$ cat src/rtl/simon_decrypt_control_if.sv
// Request/response bundle between a SIMON 32/64 decryption controller and its requester.
// The master drives the request side (cipher, key, newData, newKey); the slave answers.
interface simon_decrypt_control_if #(
  parameter int N = 16,
  parameter int M = 4
);
  logic           newData;
  logic           newKey;
  logic           ldData;
  logic           ldKey;
  logic           doneData;
  logic           doneKey;
  logic [2*N-1:0] cipher;
  logic [M*N-1:0] key;
  logic [2*N-1:0] plain;

  modport master (
    output newData, newKey, cipher, key,
    input  ldData, ldKey, doneData, doneKey, plain
  );

  modport slave (
    input  newData, newKey, cipher, key,
    output ldData, ldKey, doneData, doneKey, plain
  );
endinterface

$ cat src/rtl/simon_decrypt_control.sv
// Iterative SIMON 32/64 decryption: expands the key into a round-key store, then runs rounds T-1..0.
// Define SIMON_DEC_KEYCACHE_EN to keep the round-key store across requests (newKey=0 skips expansion).
module simon_decrypt_control #(
  parameter int N = 16,
  parameter int M = 4,
  parameter int T = 32,
  parameter int C = 5
) (
  input logic                   clk,
  input logic                   nR,
  simon_decrypt_control_if.slave bus
);

  typedef enum logic [1:0] {IDLE, EXPAND, DECRYPT, DONE} stateT;

`ifdef SIMON_DEC_KEYCACHE_EN
  localparam bit KEY_CACHE = 1'b1;
`else
  localparam bit KEY_CACHE = 1'b0;
`endif

  localparam logic [N-1:0] ROUND_CONST = ~N'(3);
  localparam logic [61:0]  Z0          = {2{31'b1111101000100101011000011100110}};

  stateT          state, stateNext;
  logic [C-1:0]   count, countNext;
  logic [N-1:0]   x, y, xNext, yNext;
  logic [N-1:0]   window [M];
  logic [N-1:0]   windowNext [M];
  logic [N-1:0]   store [T];
  logic           storeWe;
  logic           ldDataReg, ldKeyReg, doneDataReg, doneKeyReg;
  logic           ldDataNext, ldKeyNext, doneDataNext, doneKeyNext;
  logic [2*N-1:0] plainReg, plainNext;
  logic           needExpand;
  logic           zBit;
  logic [N-1:0]   t, newTop, roundKey;

  function automatic logic [N-1:0] rol(input logic [N-1:0] v, input int s);
    return (v << s) | (v >> (N - s));
  endfunction

  function automatic logic [N-1:0] ror(input logic [N-1:0] v, input int s);
    return (v >> s) | (v << (N - s));
  endfunction

  function automatic logic [N-1:0] roundF(input logic [N-1:0] v);
    return (rol(v, 1) & rol(v, 8)) ^ rol(v, 2);
  endfunction

  assign bus.ldData   = ldDataReg;
  assign bus.ldKey    = ldKeyReg;
  assign bus.doneData = doneDataReg;
  assign bus.doneKey  = doneKeyReg;
  assign bus.plain    = plainReg;

  // Next-state logic: key schedule step, inverse round and the handshake outputs.
  always_comb begin
    stateNext    = state;
    countNext    = count;
    xNext        = x;
    yNext        = y;
    windowNext   = window;
    storeWe      = 1'b0;
    ldDataNext   = 1'b0;
    ldKeyNext    = 1'b0;
    doneDataNext = doneDataReg;
    doneKeyNext  = doneKeyReg;
    plainNext    = plainReg;

    needExpand = bus.newKey || !doneKeyReg || !KEY_CACHE;
    zBit       = 1'((Z0 << count) >> 61);
    t          = ror(window[M-1], 3) ^ window[1];
    newTop     = ROUND_CONST ^ {{(N-1){1'b0}}, zBit} ^ window[0] ^ t ^ ror(t, 1);
    roundKey   = store[count];

    case (state)
      IDLE: begin
        if (bus.newData) begin
          xNext        = bus.cipher[2*N-1:N];
          yNext        = bus.cipher[N-1:0];
          ldDataNext   = 1'b1;
          doneDataNext = 1'b0;
          if (needExpand) begin
            for (int i = 0; i < M; i++) windowNext[i] = bus.key[i*N +: N];
            ldKeyNext   = 1'b1;
            doneKeyNext = 1'b0;
            countNext   = '0;
            stateNext   = EXPAND;
          end else begin
            countNext = C'(T - 1);
            stateNext = DECRYPT;
          end
        end
      end
      EXPAND: begin
        storeWe = 1'b1;
        for (int i = 0; i < M - 1; i++) windowNext[i] = window[i+1];
        windowNext[M-1] = newTop;
        if (count == C'(T - 1)) begin
          doneKeyNext = 1'b1;
          stateNext   = DECRYPT;
        end else begin
          countNext = count + 1'b1;
        end
      end
      DECRYPT: begin
        xNext = y;
        yNext = x ^ roundF(y) ^ roundKey;
        if (count == '0) stateNext = DONE;
        else             countNext = count - 1'b1;
      end
      DONE: begin
        plainNext    = {x, y};
        doneDataNext = 1'b1;
        stateNext    = IDLE;
      end
      default: stateNext = IDLE;
    endcase
  end

  // Control and datapath registers; reset aborts any operation and invalidates the key store.
  always_ff @(posedge clk or negedge nR) begin
    if (!nR) begin
      state       <= IDLE;
      count       <= '0;
      x           <= '0;
      y           <= '0;
      window      <= '{default: '0};
      ldDataReg   <= 1'b0;
      ldKeyReg    <= 1'b0;
      doneDataReg <= 1'b0;
      doneKeyReg  <= 1'b0;
      plainReg    <= '0;
    end else begin
      state       <= stateNext;
      count       <= countNext;
      x           <= xNext;
      y           <= yNext;
      window      <= windowNext;
      ldDataReg   <= ldDataNext;
      ldKeyReg    <= ldKeyNext;
      doneDataReg <= doneDataNext;
      doneKeyReg  <= doneKeyNext;
      plainReg    <= plainNext;
    end
  end

  // Round-key store has no reset; its validity is tracked by doneKey.
  always_ff @(posedge clk) begin
    if (storeWe) store[count] <= window[0];
  end

endmodule

$ cat src/flat_wrapper.sv
// flat-port wrapper written by rule: the top's interface ports become plain ports
module simon_decrypt_control_flat 
#(
  parameter int N = 16,
  parameter int M = 4,
  parameter int T = 32,
  parameter int C = 5
)
  (clk, nR, bus_newData, bus_newKey, bus_cipher, bus_key, bus_ldData, bus_ldKey, bus_doneData, bus_doneKey, bus_plain);
  simon_decrypt_control_if #(.N(N), .M(M)) bus_i ();
  input logic clk;
  input logic nR;
  input wire logic [$bits(bus_i.newData)-1:0] bus_newData;
  input wire logic [$bits(bus_i.newKey)-1:0] bus_newKey;
  input wire logic [$bits(bus_i.cipher)-1:0] bus_cipher;
  input wire logic [$bits(bus_i.key)-1:0] bus_key;
  output wire logic [$bits(bus_i.ldData)-1:0] bus_ldData;
  output wire logic [$bits(bus_i.ldKey)-1:0] bus_ldKey;
  output wire logic [$bits(bus_i.doneData)-1:0] bus_doneData;
  output wire logic [$bits(bus_i.doneKey)-1:0] bus_doneKey;
  output wire logic [$bits(bus_i.plain)-1:0] bus_plain;
  assign bus_i.newData = bus_newData;
  assign bus_i.newKey = bus_newKey;
  assign bus_i.cipher = bus_cipher;
  assign bus_i.key = bus_key;
  assign bus_ldData = bus_i.ldData;
  assign bus_ldKey = bus_i.ldKey;
  assign bus_doneData = bus_i.doneData;
  assign bus_doneKey = bus_i.doneKey;
  assign bus_plain = bus_i.plain;
  simon_decrypt_control #(.N(N), .M(M), .T(T), .C(C)) u_core (.clk(clk), .nR(nR), .bus(bus_i));
endmodule
$ cat config.mk
export PLATFORM = sky130hd
export DESIGN_NAME = simon_decrypt_control_flat
export DESIGN_NICKNAME = d
export VERILOG_FILES = /design/src/rtl/simon_decrypt_control_if.sv /design/src/rtl/simon_decrypt_control.sv /design/src/flat_wrapper.sv
export SDC_FILE = /design/constraint.sdc
export NUM_CORES = 1
export LEC_CHECK = 0
export CORE_MARGIN = 4
export CORE_UTILIZATION = 60
export CTS_CLUSTER_SIZE = 16
export DETAILED_ROUTE_END_ITERATION = 8
export PLACE_DENSITY = 0.83
export SLEW_MARGIN = 20
export SYNTH_ARGS = -nofsm -noshare
export SYNTH_HDL_FRONTEND = slang
export SYNTH_SLANG_ARGS = --single-unit
export TNS_END_PERCENT = 30
$ cat constraint.sdc
create_clock -name clk -period 4.8 [get_ports clk]
set_input_delay 0.96 -clock clk [delete_from_list [all_inputs] [get_ports clk]]
set_output_delay 0.96 -clock clk [all_outputs]
set_load 0.01 [all_outputs]
* After elaboration in Yosys (flattened, before gate mapping)
Memory sizes are Yosys's and may differ from the RTL's.
Index checks and enable logic that the tools add are counted.
** Word-level totals
- Bits in registers :: 138
- Bits in writable memories :: 512
- Input port bits :: 100
- Memories :: 1
** Memories
- u_core.store :: depth 32, bits a word 16, rd ports 1, clocked after memory_dff 0, write ports 1, line simon_decrypt_control.sv:30 : logic [N-1:0] store [T];
** Cells by class
- $add $sub $neg :: 2
- Eq/ne operators :: 9
- Shift-type cells :: 1
- Muxes and demuxes :: 23
- Bitwise gates (word level) :: 13
- Reduce and logical (&&, ||, !) cells :: 12
** Operators with widths (number)
- $pmux 64 s2 :: 1
- $xor 16x16->16 :: 7
- $mux 64 :: 1
- $pmux 16 s2 :: 2
- $shl 62x5->62 const A :: 1
- $mux 16 :: 2
- $and 16x16->16 :: 1
- $or 13x16->16 :: 1
- $or 15x16->16 :: 1
- $or 16x1->16 :: 1
- $or 16x2->16 :: 1
- $or 16x8->16 :: 1
- $mux 5 :: 3
- $pmux 5 s3 :: 1
- $pmux 2 s4 :: 1
- $mux 1 :: 7
- $mux 2 :: 3
- $ne 2x2->1 const B :: 3
- $reduce_and 2->1 :: 3
- $reduce_and 3->1 :: 2
- $reduce_bool 2->1 :: 3
- $add 5x1->5 const B :: 1
- $eq 5x5->1 const B :: 1
- $logic_not 5->1 :: 1
- other kinds (8) :: 11

* Depth between registers and ports, before layout
Gate-level depths: netlist of the first run.
- Depth in word-level cells :: 6
- Depth in mapped cells :: 10
- Depth with buffers taken out :: 9

* Worst setup path after synthesis of the first run
Ideal clock, no wire load.
- Path type :: register to register
- Start point :: reg u_core.state[1]
- End point :: mem u_core.store[9][0] (enable)
- Library setup time :: 409 ps
- Arrival :: 2623 ps
- Path slack :: 1768 ps
- Cell stages (with the launch flop) :: 7
- Clock period less this slack :: 3032 ps
- Cells stage by stage :: dfrtp_1 inv_1 ha_1 clkbuf_1 buf_2 nand2_1 nor3_1
** On the way
- Longest elaborated chain between the ends :: 4
** Ends and longest elaborated chain
- start: declaration :: line simon_decrypt_control.sv:25 : stateT state, stateNext;
- start signal: assignment :: line simon_decrypt_control.sv:136 : state <= stateNext;
- $eq 2x1->1 :: line simon_decrypt_control.sv:77 : case (state)
- $mux 1 :: line simon_decrypt_control.sv:77
- $mux 1 :: line simon_decrypt_control.sv:151 : if (storeWe) store[count] <= window[0];
- $mux 1 (not written as such) :: line simon_decrypt_control.sv:151
- end: declaration :: line simon_decrypt_control.sv:30
No other way between the ends.

* Final worst setup path of the first run
- Start point :: reg u_core.count[1]
- End point :: reg u_core.y[13]
** On the way
- Longest elaborated chain between the ends :: 3
** Ends and longest elaborated chain
- start: declaration :: line simon_decrypt_control.sv:26 : logic [C-1:0] count, countNext;
- start signal: assignment :: line simon_decrypt_control.sv:137 : count <= countNext;
- $mem_v2 32x16
- $xor 16x16->16 :: line simon_decrypt_control.sv:109 : yNext = x ^ roundF(y) ^ roundKey;
- $pmux 16 s2 :: line simon_decrypt_control.sv:77
- end signal: assignment :: line simon_decrypt_control.sv:139 : y <= yNext;
- end: declaration :: line simon_decrypt_control.sv:27 : logic [N-1:0] x, y, xNext, yNext;
No other way between the ends.
A chain may end at the register's enable or synchronous reset.

==> results.sh, run 1 <==
export IMPL_dieArea_um2=48300
export IMPL_finalHoldViolCount=0
export IMPL_grtUsageMet2_pct=41.9
export IMPL_syn_to_final_growth_pct=15.1
export IMPL_rsz0062_at_grt="false"
export IMPL_via_per_inst=6.17
export IMPL_gp_congestion=0.847
export IMPL_crit_arrival_ps=4060
export IMPL_h_tree_depth=2
export IMPL_synth_seq_area_share_pct=70.0
export IMPL_clk_latency_ps=600
export IMPL_relSlewSlack_pct=20.8
export IMPL_use_met3_pct=4.78
export IMPL_yosysUniqueCellTypes=46
export IMPL_ys_warn_count=0
export IMPL_fmax_mhz=279
export IMPL_grt_pass1_vias=16000
export IMPL_final_cell_mix="512 x edfxtp_1, 324 x mux2i_1, 140 x nand2_1, 133 x clkdlybuf4s50_1, 129 x dfrtp_1"
export IMPL_critPathMaxStageDelay_ps=1020
export IMPL_rows=77
export IMPL_grt_antenna_before_repair=1
export IMPL_reg2reg_slack_ps=1220
export IMPL_reg2reg_depth=7
export IMPL_drv_cap=0
export IMPL_dp_hpwl_um=38500
export IMPL_critical_path_startpoint_type="register"
export IMPL_outcome="completed"
export IMPL_clock_sinks=650
export IMPL_root_buffer="clkbuf_16"
export IMPL_n_fill_cell=2737
export IMPL_worstSetupStartpoint="u_core.count[1]"
export IMPL_cts_tree="yes"
export IMPL_yosysTopAreaCell="edfxtp_1"
export IMPL_syn_area_per_cell_um2=15.2
export IMPL_n_antenna_cell=0
export IMPL_overflow=0
export IMPL_multiInputGateArea_um2=7580
export IMPL_syn_num_nets=1878
export IMPL_layout_commonest_cell="edfxtp_1"
export IMPL_cts_setup_buffers=0
export IMPL_die_y_um=220
export IMPL_syn_area_um2=26900
export IMPL_p_per_area_nw_per_um2=621
export IMPL_die_w_um=220
export IMPL_clock_skew_final_ps=21.5
export IMPL_drt_initial_drc_count=1597
export IMPL_synth_top_area_share_pct=57.2
export IMPL_path_cells="buf_12 > mux2i_1 > o22ai_1 > nor4_1 > nand2_1 > xnor2_1 > o21ai_1"
export IMPL_slowest_stage="dfrtp_4"
export IMPL_ys_top_cells_by_area="edfxtp_1 57%, dfrtp_1 13%, mux2i_1 12%"
export IMPL_reg2reg_from="u_core.count[1]"
export IMPL_avgRoutedWirePerCell_um=24.1
export IMPL_cp_max_fo=51
export IMPL_numCtsBuffers=58
export IMPL_finalCriticalPeriod_ps=3580
export IMPL_use_met1_pct=33.3
export IMPL_r2r_end="u_core.y[13]"
export IMPL_cts_resized=0
export IMPL_hp_class="input pin to asynchronous set/reset pin"
export IMPL_grt_util_all_layers_pct=25.1
export IMPL_drive_above_1_share_pct=10.6
export IMPL_io_pins=136
export IMPL_coreArea_um2=44200
export IMPL_crit_path_end_kind="register"
export IMPL_io_buffers=134
export IMPL_setup_viol_count_final=0
export IMPL_fin_setup_tns_ps=0
export IMPL_drc_errors=0
export IMPL_vias=15800
export IMPL_grt_busiest_layer="met2"
export IMPL_ys_ff_latch=650
export IMPL_timing_final_crit_share_pct=74.6
export IMPL_final_antenna_net_count=0
export IMPL_clk_pin_slew_ps=70
export IMPL_nNetsFinal=2029
export IMPL_slew_viol_final=0
export IMPL_tightest_slew_ps=1190
export IMPL_cts_max_path_buffers=3
export IMPL_initial_core_util_pct=60.8
export IMPL_synth_top_flop_cell="edfxtp_1"
export IMPL_routed_wl_um=61500
export IMPL_required_ps=5280
export IMPL_grt_pass1_wl_um=92100
export IMPL_hold_buffers=0
export IMPL_peakVddDrop_v=0.000451
export IMPL_async_flop_share_pct=21.2
export IMPL_hold_slack_ps=387
export IMPL_synthCells=1765
export IMPL_crit_type="register to register"
export IMPL_firstDrtPassIters=5
export IMPL_grt_start_max_net_pins=80
export IMPL_p_leak_nw=10.7
export IMPL_seq_area_um2=18800
export IMPL_synth_edf_count=512
## synthesized netlist by cell type (2+ instances only)
| cell type | instances |
|---|---|
| edfxtp_1 | 512 |
| mux2i_1 | 324 |
| nand2_1 | 140 |
| dfrtp_1 | 138 |
| o22ai_1 | 128 |
| o21ai_0 | 102 |
| xnor2_1 | 81 |
| buf_2 | 53 |
| clkbuf_1 | 33 |
| mux2_2 | 33 |
| nor4_1 | 32 |
| nor2_1 | 27 |
| a21oi_1 | 23 |
| xor2_1 | 19 |
| nor3b_1 | 16 |
| o21ai_1 | 13 |
| ha_1 | 12 |
| inv_1 | 10 |
| nor3_1 | 10 |
| buf_1 | 6 |
| buf_6 | 6 |
| nand4bb_1 | 6 |
| clkbuf_2 | 5 |
| a21o_1 | 4 |
| buf_4 | 4 |
| or4b_1 | 3 |
| nand3_1 | 2 |
| nand3b_1 | 2 |
| nand4b_1 | 2 |
| nand4b_2 | 2 |
| nor2b_1 | 2 |
## power breakdown
group / switching [mW] / internal [mW] / total (mW)
clock network: 1.96 / 2.60 / 4.56
registers: 1.14 / 7.43 / 8.57
logic: 3.40 / 2.70 / 6.09
total: 6.50 / 12.7 / 19.2
## stage by stage
stage	instances	setup slack (ps)	utilization (%)	power (mW)	area [um^2]
floorplan	1765	1770	-	12.5	26900
global placement	2447	1270	65.7	14.3	29100
detailed placement	2447	1130	65.7	14.6	29100
CTS	2556	1350	69.9	19.2	30900
global route	2557	1170	70.0	20.1	31000
finish	2557	1220	70.0	19.2	31000
## cell families (layout without fill, tap and decap cells)
group           after synthesis  after routing  synth area share [%]
flops                       650            650                  70.0
mux                         358            358                  13.5
compound gates              277            277                  5.88
buf+inv                     117            317                  2.13
simple gates                250            250                  4.57
fa+ha+maj                    13             13                 0.633
xor+xnor                    100            100                  3.26
## worst max path at each step
stage | slack [ps] | depth (start not counted) | endpoint
finish | 1220 | 7 | u_core.y[13]
global route | 1170 | 7 | u_core.y[4]
CTS | 1350 | 7 | u_core.y[13]
detailed placement | 1130 | 5 | u_core.x[4]
global placement | 1270 | 5 | u_core.x[12]
floorplan | 1770 | 6 | u_core.store[9][0]
## final cells by class
type	instances	area share (%)
Sequential cell	650	60.9
Multi-Input combinational cell	998	24.5
Timing Repair Buffer	198	6.11
Clock inverter	24	0.679
Clock buffer	85	5.36
Inverter	10	0.121
Tap cell	592	2.39
## worst max-delay path, delay by kind of cell, from the launching register on
| kind | cells | cell delay (ps) |
|---|---|---|
| AOI/OAI and AO/OA | 2 | 210 |
| muxes | 1 | 300 |
| buffers and inverters | 1 | 350 |
| xor gates and xnor gates | 1 | 240 |
| and+or+nand+nor | 2 | 1240 |
| DFF | 1 | 1020 |
## flip-flops by register name, summed over array words and instances, names as in the netlist
| signal | count |
|---|---|
| u_core.bus.doneData | 1 |
| u_core.bus.doneKey | 1 |
| u_core.bus.ldData | 1 |
| u_core.bus.plain | 32 |
| u_core.count | 5 |
| u_core.state | 2 |
| u_core.store | 512 |
| u_core.window | 64 |
| u_core.x | 16 |
| u_core.y | 16 |
## routing by layer
metal | routed length, um | part of all wire (%)
met5 | 7 | 0.011
met4 | 2170 | 3.5
met3 | 4270 | 6.9
met2 | 31100 | 51
met1 | 24000 | 39
Note: power is estimated with default switching activity, not from simulation.
==> inputs of run 2 (changes only) <==
==> constraint.sdc (replaced) <==
create_clock -name clk -period 3.3 [get_ports clk]
set_input_delay 0.66 -clock clk [delete_from_list [all_inputs] [get_ports clk]]
set_output_delay 0.66 -clock clk [all_outputs]
set_load 0.01 [all_outputs]
==> results.sh, run 2 (synthesized netlist as in run 1, its figures left out) <==
export IMPL_drv_cap=0
export IMPL_p_seq_share_pct=42.4
export IMPL_clock_skew_final_ps=19.7
export IMPL_gp_congestion=0.871
export IMPL_io_buffers=134
export IMPL_die_w_um=220
export IMPL_grt_pass1_wl_um=93600
export IMPL_initial_core_util_pct=60.8
export IMPL_power_frac_comb_pct=33.1
export IMPL_cp_max_fo=15
export IMPL_grt_antenna_before_repair=1
export IMPL_clkPwrFrac_pct=24.5
export IMPL_clk_latency_ps=600
export IMPL_largest_register_ffs=512
export IMPL_numCtsBuffers=59
export IMPL_grt_pass1_vias=16300
export IMPL_tightest_slew_ps=1190
export IMPL_hp_class="input pin to asynchronous set/reset pin"
export IMPL_hold_buffers=0
export IMPL_p_leak_nw=11.0
export IMPL_peakVddDrop_v=0.000744
export IMPL_cts_resized=0
export IMPL_rows=77
export IMPL_die_y_um=220
export IMPL_fin_util_pct=71.1
export IMPL_crit_arrival_ps=3680
export IMPL_grt_busiest_layer="met2"
export IMPL_timing_final_crit_share_pct=97.6
export IMPL_dp_cells=2494
export IMPL_via_per_inst=6.17
export IMPL_routed_wl_um=62200
export IMPL_worst_slack_ps=79.5
export IMPL_relSlewSlack_pct=20.0
export IMPL_reg2reg_slack_ps=80
export IMPL_grtUsageMet2_pct=43.0
export IMPL_grt_util_all_layers_pct=25.5
export IMPL_crit_path_end_kind="register"
export IMPL_final_antenna_net_count=0
export IMPL_avgRoutedWirePerCell_um=23.9
export IMPL_post_place_ws_ps=374
export IMPL_drive_above_1_share_pct=12.7
export IMPL_syn_to_final_growth_pct=16.9
export IMPL_drc_errors=0
export IMPL_nNetsFinal=2076
export IMPL_worstSetupStartpoint="u_core.count[4]"
export IMPL_n_antenna_cell=0
export IMPL_layout_commonest_cell="edfxtp_1"
export IMPL_crit_type="register to register"
export IMPL_slew_viol_final=0
export IMPL_firstDrtPassIters=7
export IMPL_coreArea_um2=44200
export IMPL_vias=16100
export IMPL_p_per_area_nw_per_um2=907
export IMPL_fmax_mhz=311
export IMPL_reg2reg_from="u_core.count[4]"
export IMPL_io_pins=136
export IMPL_finalCriticalPeriod_ps=3220
export IMPL_stdcell_count=2602
export IMPL_dp_hpwl_um=40000
export IMPL_intPower_mw=19.0
export IMPL_rsz0062_at_grt="false"
export IMPL_worstSetupEndpoint="u_core.y[11]"
export IMPL_cts_max_path_buffers=3
export IMPL_cts_tree="yes"
export IMPL_max_flop_register="u_core.store"
export IMPL_finalHoldViolCount=0
export IMPL_final_cell_mix="512 x edfxtp_1, 324 x mux2i_1, 140 x nand2_1, 133 x clkdlybuf4s50_1, 133 x dfrtp_1"
export IMPL_use_met1_pct=33.9
export IMPL_n_fill_cell=2675
export IMPL_grt_start_max_net_pins=90
export IMPL_cts_setup_buffers=0
export IMPL_clk_pin_slew_ps=70
export IMPL_h_tree_depth=2
export IMPL_r2r_end="u_core.y[11]"
export IMPL_clock_sinks=650
export IMPL_p_sw_mw=9.51
export IMPL_overflow=0
export IMPL_use_met3_pct=3.96
export IMPL_fin_setup_tns_ps=0
export IMPL_required_ps=3760
export IMPL_dieArea_um2=48300
export IMPL_reg2reg_depth=7
export IMPL_hold_slack_ps=139
export IMPL_root_buffer="clkbuf_16"
export IMPL_setup_viol_count_final=0
export IMPL_drt_initial_drc_count=1602
export IMPL_critical_path_startpoint_type="register"
export IMPL_p_sw_share_pct=33.3
export IMPL_outcome="completed"
-- run 2: cell type report --
type	instances	area, um^2	share of cell area, %
inverters	10	37.5	0.119
multi-input cells	998	7570	24.1
clock buffers	77	1690	5.38
clock inverters	31	320	1.02
well taps	592	741	2.36
flip-flops and latches	650	18800	59.9
repair buffers	244	2240	7.14
-- run 2: how the worst min path moves through the flow --
stage	startpoint	to	depth (start not counted)
3_5_place_dp	u_core.window[22]	u_core.window[22]	2
3_3_place_gp	u_core.window[28]	u_core.window[28]	2
5_1_grt	nR	u_core.bus.plain[9]	1
2_1_floorplan	nR	u_core.bus.doneData	0
4_1_cts	nR	u_core.bus.plain[3]	1
6_report	nR	u_core.y[7]	1
-- run 2: metal layers --
| metal | wire length [um] | share of wire [%] | vias up |
|---|---|---|---|
| li1 | - | - | 7108 |
| met1 | 23600 | 38 | 8131 |
| met2 | 31600 | 51 | 674 |
| met3 | 4520 | 7.3 | 153 |
| met4 | 2470 | 4.0 | 0 |
| met5 | 0 | 0 | - |
-- run 2: metrics by stage --
step | instance area, um^2 | total power [mW]
2_1_floorplan | 26900 | 18.2
3_3_place_gp | 29400 | 21.1
3_5_place_dp | 29400 | 21.5
4_1_cts | 31400 | 28.6
5_1_grt | 31400 | 29.8
6_report | 31400 | 28.5
-- run 2: critical path, stage by stage (launching register included) --
cell and delay [ps]:
dfrtp_1 650, buf_4 300, nand4b_1 380, o22ai_1 180, nor4_1 900, nand2_1 300
xnor2_1 270, o21ai_1 90
-- run 2: power groups by stage --
stage | Clock [mW] | Sequential [mW] | Combinational [mW]
2_1_floorplan | 0 | 12.0 | 6.17
5_1_grt | 7.40 | 12.2 | 10.2
3_3_place_gp | 0 | 12.1 | 8.98
3_5_place_dp | 0 | 12.2 | 9.29
6_report | 7.00 | 12.1 | 9.44
4_1_cts | 7.06 | 12.1 | 9.44
==> inputs of run 3 (changes only) <==
==> constraint.sdc (replaced) <==
create_clock -name clk -period 3.3 [get_ports clk]
set_input_delay 0.66 -clock clk [delete_from_list [all_inputs] [get_ports clk]]
set_output_delay 0.66 -clock clk [all_outputs]
set_load 0.1 [all_outputs]
==> results.sh, run 3 (synthesized netlist as in run 1, its figures left out) <==
export IMPL_h_tree_depth=2
export IMPL_finalHoldViolCount=0
export IMPL_slowest_stage="nor4_1"
export IMPL_p_sw_mw=11.0
export IMPL_final_antenna_net_count=0
export IMPL_dp_hpwl_um=38900
export IMPL_rows=77
export IMPL_n_antenna_cell=0
export IMPL_drive_above_1_share_pct=14.3
export IMPL_firstDrtPassIters=5
export IMPL_dp_cells=2489
export IMPL_routed_wl_um=61000
export IMPL_post_place_ws_ps=302
export IMPL_path_cells="buf_4 > nand4b_1 > buf_4 > o22ai_1 > nor4_1 > nand2_1 > xnor2_1 > o21ai_1"
export IMPL_largest_register_ffs=512
export IMPL_slew_viol_final=0
export IMPL_die_w_um=220
export IMPL_worst_slack_ps=18.5
export IMPL_r2r_end="u_core.y[11]"
export IMPL_reg2reg_slack_ps=20
export IMPL_fin_setup_tns_ps=0
export IMPL_overflow=0
export IMPL_stdcell_count=2602
export IMPL_clock_skew_final_ps=15.2
export IMPL_reg2reg_depth=8
export IMPL_reg2reg_from="u_core.count[2]"
export IMPL_cp_max_fo=22
export IMPL_fin_util_pct=70.8
export IMPL_power_frac_comb_pct=36.0
export IMPL_finalCriticalPeriod_ps=3280
export IMPL_grt_util_all_layers_pct=25.1
export IMPL_die_y_um=220
export IMPL_numCtsBuffers=60
export IMPL_cts_setup_buffers=0
export IMPL_required_ps=3780
export IMPL_crit_arrival_ps=3760
export IMPL_drv_cap=0
export IMPL_io_buffers=134
export IMPL_hold_buffers=0
export IMPL_p_sw_share_pct=36.9
export IMPL_relSlewSlack_pct=22.6
export IMPL_grt_start_max_net_pins=114
export IMPL_gp_congestion=0.850
export IMPL_peakVddDrop_v=0.000644
export IMPL_grt_pass1_vias=16000
export IMPL_p_total_mw=29.8
export IMPL_coreArea_um2=44200
export IMPL_cts_tree="yes"
export IMPL_intPower_mw=18.8
export IMPL_max_flop_register="u_core.store"
export IMPL_avgRoutedWirePerCell_um=23.4
export IMPL_syn_to_final_growth_pct=16.5
export IMPL_outcome="completed"
export IMPL_critical_path_startpoint_type="register"
export IMPL_critPathMaxStageDelay_ps=940
export IMPL_setup_viol_count_final=0
export IMPL_vias=15900
export IMPL_cts_max_path_buffers=3
export IMPL_clk_latency_ps=600
export IMPL_clk_pin_slew_ps=60
export IMPL_clkPwrFrac_pct=23.4
export IMPL_crit_path_end_kind="register"
export IMPL_via_per_inst=6.11
export IMPL_tightest_slew_ps=1150
export IMPL_clock_sinks=650
export IMPL_initial_core_util_pct=60.8
export IMPL_grt_antenna_before_repair=0
export IMPL_dieArea_um2=48300
export IMPL_io_pins=136
export IMPL_rsz0062_at_grt="false"
export IMPL_crit_type="register to register"
export IMPL_final_cell_mix="512 x edfxtp_1, 324 x mux2i_1, 140 x nand2_1, 134 x buf_4, 134 x dfrtp_1"
export IMPL_hp_class="input pin to asynchronous set/reset pin"
export IMPL_layout_commonest_cell="edfxtp_1"
export IMPL_grt_pass1_wl_um=91700
export IMPL_critPathMostFrequentCell="buf_4"
export IMPL_timing_final_crit_share_pct=99.4
export IMPL_p_per_area_nw_per_um2=951
export IMPL_cts_resized=0
export IMPL_p_leak_nw=11.0
export IMPL_drt_initial_drc_count=1692
export IMPL_p_seq_share_pct=40.5
export IMPL_fmax_mhz=305
export IMPL_n_fill_cell=2702
export IMPL_nNetsFinal=2072
export IMPL_drc_errors=0
export IMPL_root_buffer="clkbuf_16"
[run 3: cell count changes in the layout (fill, tap and decap cells not counted), moves of 2 or more]
cell / delta
clkbuf_8: -5
clkinvlp_4: +6
clkinv_2: -2
buf_4: +30
clkdlybuf4s50_1: -36
clkinv_1: +5
inv_6: +3
[run 3: final cells by class]
type | count | area, um^2 | share of cell area, %
flip-flops and latches | 650 | 18800 | 60.1
well taps | 592 | 741 | 2.36
multi-input cells | 998 | 7570 | 24.2
clock inverters | 44 | 420 | 1.34
clock buffers | 69 | 1590 | 5.07
repair buffers | 239 | 2130 | 6.80
inverters | 10 | 37.5 | 0.120
[run 3: power groups by stage]
stage,Sequential (mW),Combinational [mW],Clock (mW)
6_report,12.1,10.7,6.98
3_3_place_gp,12.1,10.3,0
5_1_grt,12.2,11.5,7.42
3_5_place_dp,12.2,10.6,0
2_1_floorplan,13.3,6.20,0
4_1_cts,12.0,10.7,7.03
[run 3: worst max path at each step]
stage / from / to / slack, ps / cells past startpoint
finish: u_core.count[2] / u_core.y[11] / 20 / 8
global route: u_core.count[2] / u_core.y[11] / 120 / 8
CTS: u_core.count[2] / u_core.y[11] / 300 / 6
detailed placement: u_core.count[2] / u_core.y[11] / 300 / 6
global placement: u_core.count[2] / u_core.y[11] / 370 / 8
floorplan: u_core.state[1] / u_core.store[9][0] / 270 / 6
[run 3: per-stage QoR]
stage	hold WS [ps]	cell area, um^2
finish	119	31300
floorplan	364	26900
global placement	461	29300
detailed placement	472	29300
CTS	127	31300
global route	151	31300
[run 3: layer usage]
metal	vias up	routed length (um)	track usage, %
met1	7948	23300	33.5
li1	7114	-	-
met5	-	0	0
met2	682	30900	42.0
met3	145	4680	4.14
met4	0	2160	9.09
[run 3: critical path: cells and delay by family, from the launching register on]
family,cells,cell delay [ps]
xor+xnor,1,250
flops,1,650
compound gates,2,190
buf+inv,2,570
simple gates,3,1520
==> variant (flow settings as in run 1) <==
`T` is set to 32 in 2 places; all go to 64. Comments in the files are not updated.
--- a/src/rtl/simon_decrypt_control.sv
+++ b/src/rtl/simon_decrypt_control.sv
@@ -3,7 +3,7 @@
 module simon_decrypt_control #(
   parameter int N = 16,
   parameter int M = 4,
-  parameter int T = 32,
+  parameter int T = 64,
   parameter int C = 5
 ) (
   input logic                   clk,
--- a/src/flat_wrapper.sv
+++ b/src/flat_wrapper.sv
@@ -3,7 +3,7 @@
 #(
   parameter int N = 16,
   parameter int M = 4,
-  parameter int T = 32,
+  parameter int T = 64,
   parameter int C = 5
 )
   (clk, nR, bus_newData, bus_newKey, bus_cipher, bus_key, bus_ldData, bus_ldKey, bus_doneData, bus_doneKey, bus_plain);
Function: same outputs for any inputs over 10 cycles, from zero or initial values; that may be too few to reach the edited logic, so the function may still have changed.
==> variant against run 1 <==
Sequential cell count stayed put. Clock skew is 0.0037 ns lower. Hold slack better by 0.075 ns. Final area is 0.27% higher. Wire length is 1.3% lower. Setup slack better by 0.057 ns. Area after synthesis is 0.37% higher. Cell count is 0.12% higher. First-iteration DRC count is 7.8% higher.
Power is not compared: it rests on default switching activity, and its combinational part moved more than twofold at a synthesized area within 25%.
==> variant: results (changes against run 1) <==
| Metric | Value |
|---|---|
| Pre-CTS setup slack | 1.38 ns (was 1.13 ns) |
| Global Route met3 Usage | 4.18% (was 4.78%) |
| Arrival time worst endpoint | 3.96 ns (was 4.06 ns) |
| WHS | 0.463 ns (was 0.387 ns) |
| Multi-input gate share of total cell area | 24.6% (was 24.5%) |
| Total Power | 10.9 mW |
| Post-synthesis xor/xnor area fraction | 3.21% (was 3.26%) |
| Ranking of synthesized cells by area | edfxtp_1, dfrtp_1, mux2i_1, o22ai_1, xnor2_1 (unchanged) |
| Outcome | complete, no violations (unchanged) |
| Sequential fraction of the synthesis area | 69.8% (was 70.0%) |
| Final WL | 60700 µm (was 61500 µm) |
| Layout Skew | 0.0178 ns (was 0.0215 ns) |
| Psw | 2.05 mW |
| GRT met1 Usage | 32.6% (was 33.3%) |
| First DRT Iteration DRCs | 1721 (was 1597) |
| Adder-cell share of the synthesized area | 0.510% (was 0.633%) |
| Post-synth top cells | edfxtp_1, mux2i_1, dfrtp_1 (was edfxtp_1, mux2i_1, nand2_1) |
| Post-DP HPWL | 37400 µm (was 38500 µm) |
| Worst Path Max Fanout | 122 (was 51) |
| Highest routing layer actually used | met4 (was met5) |
| R2R Path End | u_core.y[1] (was u_core.y[13]) |
| Post-Place Cell Area | 0.0290 mm² (was 0.0291 mm²) |
| Max stage delay on crit path | 1.06 ns (was 1.02 ns) |
| Initial antenna violation count | 0 (was 1) |
| Clock buf count | 73 (was 85) |
| Crit-path leading delay family | flip-flops (was simple AND/OR/NAND/NOR gates) |
| Signal inverters | 12 (was 10) |
| Largest net degree at the start of global routing | 129 (was 80) |
| GR Util met2 | 42.1% (was 41.9%) |
| DRT met1 WL | 23200 µm (was 24000 µm) |
| Fraction of area in registers | 60.7% (was 60.9%) |
| Layout cells sized above 1 | 10.9% (was 10.6%) |
| Post-synthesis compound-gate area fraction | 6.23% (was 5.88%) |
| Met3 wire len | 4410 µm (was 4270 µm) |
| Gr usage total | 24.6% (was 25.1%) |
| First-pass GRT wire length | 91200 µm (was 92100 µm) |
| Gpl congestion | 0.860 (was 0.847) |
| Syn_nets | 1890 (was 1878) |
| Multi-input comb cells | 1007 (was 998) |
| FMAX | 284 MHz (was 279 MHz) |
| Final nets | 2029 (unchanged) |
-- variant: changes by cell type in the layout (fill, tap and decap cells not counted), sizes merged, moves of 2 or more --
cell      before  now
a22oi          0    3
bufinv         4    9
nand2        140  125
nor2          27   48
nor3          10    5
o21ai        115  103
a21oi         23   40
buf           65   55
inv           10   13
clkbuf        85   73
a21o           4    1
mux2i        324  322
clkinvlp       0    8
-- variant: how the worst min path moves through the flow --
stage | endpoint | cells past startpoint
after floorplan | u_core.window[16] | 2
after global placement | u_core.window[26] | 2
after detailed placement | u_core.window[26] | 2
after CTS | u_core.window[24] | 2
after global routing | u_core.window[24] | 2
final | u_core.bus.plain[4] | 1
-- variant: through the flow --
step	std cells	utilization [%]
2_1_floorplan	1779	-
3_3_place_gp	2449	65.5
3_5_place_dp	2449	65.5
4_1_cts	2560	70.0
5_1_grt	2560	70.0
6_report	2560	70.0
